**config.mk**
```make
export PLATFORM = sky130hd
export DESIGN_NAME = axis_byte_packer
export DESIGN_NICKNAME = d
export VERILOG_FILES = /design/src/rtl/axis_byte_packer.sv
export SDC_FILE = /design/constraint.sdc
export NUM_CORES = 1
export LEC_CHECK = 0
export BUFFER_PORTS_ARGS = -buffer_cell sky130_fd_sc_hd__buf_2
export CAP_MARGIN = 10
export CORE_MARGIN = 4
export CORE_UTILIZATION = 40
export DETAILED_ROUTE_END_ITERATION = 10
export PLACE_DENSITY = 0.68
export SLEW_MARGIN = 15
export SYNTH_ARGS = -nofsm -noshare
export SYNTH_HDL_FRONTEND = slang
export SYNTH_SLANG_ARGS = --single-unit
```
**constraint.sdc**
```tcl
create_clock -name clk -period 2.6 [get_ports clk]
set_input_delay 0.26 -clock clk [delete_from_list [all_inputs] [get_ports clk]]
set_output_delay 0.26 -clock clk [all_outputs]
set_load 0.05 [all_outputs]
```
**src/rtl/axis_byte_packer.sv**
```systemverilog
// rtl/axis_byte_packer.sv - packs a byte stream into WORD_WIDTH-bit AXI-Stream words, first byte in MSBs.
// Optional partial-word idle timeout enabled by defining AXIS_BYTE_PACKER_TIMEOUT_EN.
module axis_byte_packer #(
    parameter int WORD_WIDTH     = 24,
    parameter int TIMEOUT_CYCLES = 1000000
) (
    input  logic                  clk,
    input  logic                  arstn,
    input  logic [7:0]            s_axis_tdata,
    input  logic                  s_axis_tvalid,
    output logic                  s_axis_tready,
    output logic [WORD_WIDTH-1:0] m_axis_tdata,
    output logic                  m_axis_tvalid,
    input  logic                  m_axis_tready
);
    localparam int NUM_BYTES = WORD_WIDTH / 8;
    localparam int CNT_W     = (NUM_BYTES > 1) ? $clog2(NUM_BYTES) : 1;
    localparam logic [CNT_W-1:0] LAST_CNT = CNT_W'(NUM_BYTES - 1);

    generate
        if (WORD_WIDTH < 8 || (WORD_WIDTH % 8) != 0) begin : g_bad_width
            $error("axis_byte_packer: WORD_WIDTH must be a multiple of 8 and >= 8");
        end
        if (TIMEOUT_CYCLES < 1) begin : g_bad_timeout
            $error("axis_byte_packer: TIMEOUT_CYCLES must be >= 1");
        end
    endgenerate

    logic [CNT_W-1:0]      cnt_q, cnt_d;
    logic [WORD_WIDTH-1:0] out_q, out_d;
    logic                  m_valid_q, m_valid_d;
    logic [WORD_WIDTH-1:0] word_d;
    logic                  last_byte, in_hs, out_hs, flush;

    // Only the completing byte can stall: earlier bytes land in asm_q, not out_q.
    assign last_byte     = (cnt_q == LAST_CNT);
    assign s_axis_tready = arstn & (~last_byte | ~m_valid_q | m_axis_tready);
    assign in_hs         = s_axis_tvalid & s_axis_tready;
    assign out_hs        = m_valid_q & m_axis_tready;
    assign m_axis_tdata  = out_q;
    assign m_axis_tvalid = m_valid_q;

`ifdef AXIS_BYTE_PACKER_TIMEOUT_EN
    localparam int IDLE_W = $clog2(TIMEOUT_CYCLES + 1);
    localparam logic [IDLE_W-1:0] IDLE_LAST = IDLE_W'(TIMEOUT_CYCLES - 1);

    logic [IDLE_W-1:0] idle_q;

    // Fires on the TIMEOUT_CYCLES-th consecutive idle cycle; a handshake always wins.
    assign flush = (cnt_q != '0) && !in_hs && (idle_q == IDLE_LAST);

    always_ff @(posedge clk or negedge arstn) begin
        if (!arstn) begin
            idle_q <= '0;
        end else if (cnt_q == '0 || in_hs || flush) begin
            idle_q <= '0;
        end else begin
            idle_q <= idle_q + IDLE_W'(1);
        end
    end
`else
    assign flush = 1'b0;
`endif

    generate
        if (NUM_BYTES == 1) begin : g_single
            assign word_d = s_axis_tdata;
        end else begin : g_multi
            localparam int ASM_W = (NUM_BYTES - 1) * 8;
            logic [ASM_W-1:0] asm_q, asm_d;

            always_comb begin
                asm_d = asm_q;
                if (in_hs && !last_byte) begin
                    for (int k = 0; k < NUM_BYTES - 1; k++) begin
                        if (cnt_q == CNT_W'(k)) begin
                            asm_d[(NUM_BYTES-2-k)*8 +: 8] = s_axis_tdata;
                        end
                    end
                end else if (flush) begin
                    asm_d = '0;
                end
            end

            always_ff @(posedge clk or negedge arstn) begin
                if (!arstn) begin
                    asm_q <= '0;
                end else begin
                    asm_q <= asm_d;
                end
            end

            assign word_d = {asm_q, s_axis_tdata};
        end
    endgenerate

    always_comb begin
        cnt_d     = cnt_q;
        out_d     = out_q;
        m_valid_d = m_valid_q;
        if (in_hs) begin
            cnt_d = last_byte ? '0 : cnt_q + CNT_W'(1);
        end else if (flush) begin
            cnt_d = '0;
        end
        // Completion takes priority over a drain so back-to-back words have no bubble.
        if (in_hs && last_byte) begin
            out_d     = word_d;
            m_valid_d = 1'b1;
        end else if (out_hs) begin
            m_valid_d = 1'b0;
        end
    end

    always_ff @(posedge clk or negedge arstn) begin
        if (!arstn) begin
            cnt_q     <= '0;
            out_q     <= '0;
            m_valid_q <= 1'b0;
        end else begin
            cnt_q     <= cnt_d;
            out_q     <= out_d;
            m_valid_q <= m_valid_d;
        end
    end

endmodule

```
After elaboration in Yosys (flattened, before gate mapping)
Index checks and enable logic that the tools add are counted.

Flip-flop bits (word level): 43. Output and inout bits: 26.

Add/subtract/negate cells: 1. Eq/ne operators: 2. Mux-type cells: 3. Bitwise gates (word level): 7. Reduce and logical (&&, ||, !) cells: 7.

Operator list (count): $reduce_and A2 Y1 (2); $and A1 B1 Y1 (3); $add A2 B1 Y2 const B (1); $eq A2 B1 Y1 const B (1); $eq A2 B2 Y1 const B (1); $logic_and A1 B1 Y1 (2); $logic_not A2 Y1 (1); $mux W1 (2); $mux W2 (1); $not A1 Y1 (2); $or A1 B1 Y1 (2); $reduce_bool A2 Y1 (1); $logic_not A1 Y1 (1).

Depth between registers and ports, before layout
Depth after elaboration: 8. Gate-level depth with buffers: 4.

Least setup slack after synthesis
No wires, ideal clock.

Path type: register -> output. Start point: register m_valid_q, in the netlist m_axis_tvalid. End point: output port s_axis_tready. Arrival: 1.930 ns. Data required time: 2.340 ns. Slack: 0.410 ns. Stages on the path, launching flop included: 3. Cell sequence: dfrtp_1 nor2b_1 a21boi_0.

Word-level cells in the longest chain between the ends: 4.

Ends and longest elaborated chain: start, declared (RTL line 31) `logic m_valid_q, m_valid_d;`; start signal, assigned (RTL line 123) `m_valid_q <= m_valid_d;`; $not A1 Y1 (RTL line 37) `assign s_axis_tready = arstn & (~last_byte | ~m_valid_q | m_axis_tready);`; $or A1 B1 Y1 (2 in series) (RTL line 37); $and A1 B1 Y1 (RTL line 37); end, declared (RTL line 11) `output logic s_axis_tready,`.

No other way between the ends.

Worst setup path in the final report
Start point: input port arstn. End point: output port s_axis_tready.

Word-level cells in the longest chain between the ends: 1.

Ends and longest elaborated chain: start, declared (RTL line 8) `input logic arstn,`; $and A1 B1 Y1 (RTL line 37).

No other way between the ends.

==> parameters.txt <==
Parameter                              Value

Clock tree
  Clock sink total ... 43
  Number of levels the H-tree was split into ... 2
  Number of buffers between clock root and the deepest sink ... 2
  Buffers inserted by post-CTS timing repair ... 0
  Number of buffers created by CTS ... 5
  Clock Tree Root ... clkbuf_8
  Resize count post-CTS ... 0
  CTS tree ... yes
  Worst-Skew Late Latency ... 0.29 ns
  CTS clock-pin slew for the worst setup and hold paths ... 0.08 ns
  Hold bufs inserted after CTS ... 1

Synth
  Synthesized net count ... about 110
  Main area contributors after synthesis ... dfrtp_1, mux2_2, buf_6
  Flip-flop and latch count after synthesis ... 43
  Mean instance size in the synthesized netlist ... 16.9 um2
  Cell type with the largest total area after synthesis ... dfrtp_1
  Post-synth design cell area ... roughly 0.0016 mm2
  Unique masters post-synth ... 13
  Sequential area share after synthesis ... 65.6%
  Instance count of the mapped netlist ... 97
  Number of warnings issued by yosys ... 0
  Area share of the largest cell type after synthesis ... 65.6%

Setup path
  Required time at the endpoint of the critical path ... approximately 2.3 ns
  Worst Path Class, Setup ... input port to primary output
  Crit Reg-Reg Endpoint ... m_axis_tdata[5]
  CP top delay family ... buffers and inverters
  Crit-path cells ... dlygate4sd3_1 -> buf_2 -> buf_4 -> a21boi_0 -> buf_2
  Startpoint class of the critical path ... input port
  Buffering stage count on the worst path with inverters included ... 4
  Dominant cell type by count on the critical path ... buf_2
  Slowest stage cell, crit path ... dlygate4sd3_1
  Worst Reg-to-Reg Cells ... 4
  CP Capture Type ... primary output
  Reg-to-reg setup timing slack ... just over 0.9 ns
  Data arrival time at the worst-slack endpoint ... 2.03 ns
  Max FO, Critical Path ... 30
  Stage delay of the slowest cell on the critical path ... 0.52 ns
  R2r startpoint ... cnt_q[0]

Global route
  Met3 demand-to-capacity share in global routing ... 4.29%
  Most Crowded Layer GR ... met2
  Via count of the first global-routing pass ... 1,013
  Total overflow reported by the global router ... 0
  Maximum number of pins on one net before global-route repair ... 31
  Met2 routing resource usage after global routing ... 20.8%
  GRT met1 Usage ... 15.3%
  Overall Global Routing Usage ... 12.7%
  Number of antenna violations at the first check in global routing ... 0
  Global-route wire length before repair ... roughly 5000 um

Routing
  Detailed-route DRC error count ... 0
  Vias/cell ... 4.89
  Vias ... 939
  Iteration count of the initial detailed-routing pass ... 5
  Aggregate routed wire length ... 2990 um
  Iter 0 DRT Violations ... 10
  Average routed wire per standard cell ... 15.6 um
  Post-route ant nets ... 0

STA
  Final max-slew violation count ... 0
  Hold Fails Final Rpt ... 0
  Share of the cycle needed by the critical path after routing ... 88.1%
  Max Fclk ... roughly 440 MHz
  Clock Skews ... 0.00997 ns
  Max-slew headroom ... 52.6%
  Final setup viols ... 0
  Setup repair after global routing missed its margin ... false
  Sum of negative setup slack ... 0 ns
  Final min period ... 2.29 ns
  Actual transition at the worst max-transition pin ... 0.707 ns

Worst hold path
  Cell depth of the worst min-delay path ... 2
  Worst Hold Endpoint ... g_multi.asm_q[10]
  Min-Delay Path Class ... input port to flop
  Worst hold start ... s_axis_tdata[2]

Layout
  Proportion of layout cells with a drive suffix above 1 ... between 60% and 70%
  Area added between synthesis and finish ... 21.5%
  Ant diodes ... 0
  Net count, final ... about 150

Place
  Half-perimeter wire length of the detailed placement result ... around 2100 um
  Gp weighted congestion ... a little over 0.7
  IO Port Bufs ... 37

Die
  Site row count ... 23
  Total die area ... 0.00519 mm2
  Starting density of the core ... 41.3%
  Die X-Extent ... 72.0 um
  Floorplan core area ... 0.00397 mm2
  Die span in y ... roughly 72 um
  I/O pins ... 38

Outcome
  Outcome ... finished, final reports clean

Run
  Number of maximum-capacitance constraint violations ... 0
==> cell type report <==
class | instances | area (um2)
Clock buffer | 6 | 72.6
Multi-Input combinational cell | 52 | 542
Sequential cell | 43 | 1080
Fill cell | 368 | 1980
Tap cell | 50 | 62.6
Timing Repair Buffer | 40 | 210
Clock inverter | 1 | 30.0
==> registers in the layout, summed over array words and instances, names as in the netlist <==
signal,cells
m_axis_tdata,24
g_multi.asm_q,16
cnt_q,2
m_axis_tvalid,1
==> cell families after synthesis <==
family / after synthesis / synth area share [%]
AO/OA/AOI/OAI: 3 / 1.22
buffers and inverters: 2 / 1.37
flip-flops: 43 / 65.6
multiplexers: 40 / 27.5
AND/OR/NAND/NOR: 9 / 4.35
==> through the flow <==
stage,cell area (um2),utilization [%],cells,setup slack [ns],hold slack (ns)
after detailed placement,1880,47.4,184,0.620,0.186
after CTS,1990,50.2,192,0.243,0.220
after global placement,1880,47.4,184,0.707,0.177
final,1990,50.2,192,0.309,0.222
after global routing,1990,50.2,192,0.107,0.216
after floorplan,1640,-,97,0.410,-0.0356
==> layout by cell type, fill, tap and decap left out <==
cell,netlist,layout
clkbuf_8,0,5
buf_4,0,2
or2_2,1,1
dfrtp_1,43,43
nand4b_1,1,1
nor3b_1,1,1
mux2_2,40,40
a21o_1,1,1
nand2_1,2,2
dlygate4sd3_1,0,1
nor3_2,1,1
bufinv_16,0,1
buf_2,0,37
nor3b_4,1,1
a21boi_0,1,1
nor2b_1,2,2
clkbuf_1,0,1
o21ai_0,1,1
==> worst reg2reg max path: stages (launching register included) <==
cell     delay [ns]
dfrtp_1        0.44
nor2b_1        0.19
nor3b_4        0.20
buf_4          0.34
mux2_2         0.40
==> worst max path at each step <==
stage / startpoint / endpoint / cells after the start
after floorplan: m_axis_tvalid / s_axis_tready / 2
after global placement: arstn / g_multi.asm_q[15] / 4
after detailed placement: arstn / g_multi.asm_q[12] / 4
after CTS: arstn / s_axis_tready / 5
after global routing: arstn / s_axis_tready / 5
final: arstn / s_axis_tready / 5
==> cells in the mapped netlist <==
| cell type | instances |
|---|---|
| o21ai_0 | 1 |
| buf_6 | 2 |
| mux2_2 | 40 |
| nor3b_1 | 1 |
| a21boi_0 | 1 |
| a21o_1 | 1 |
| nand2_1 | 2 |
| nand4b_1 | 1 |
| nor3_2 | 1 |
| or2_2 | 1 |
| dfrtp_1 | 43 |
| nor2b_1 | 2 |
| nor3b_4 | 1 |
==> metal layers <==
metal	part of all wire, %	vias to the layer above
met5	0	-
met4	2.2	0
li1	-	431
met2	51	23
met3	4.8	6
met1	42	479
Power is not shown: default switching activity piles up to over one toggle a cycle in this logic, so the estimate is an artifact.
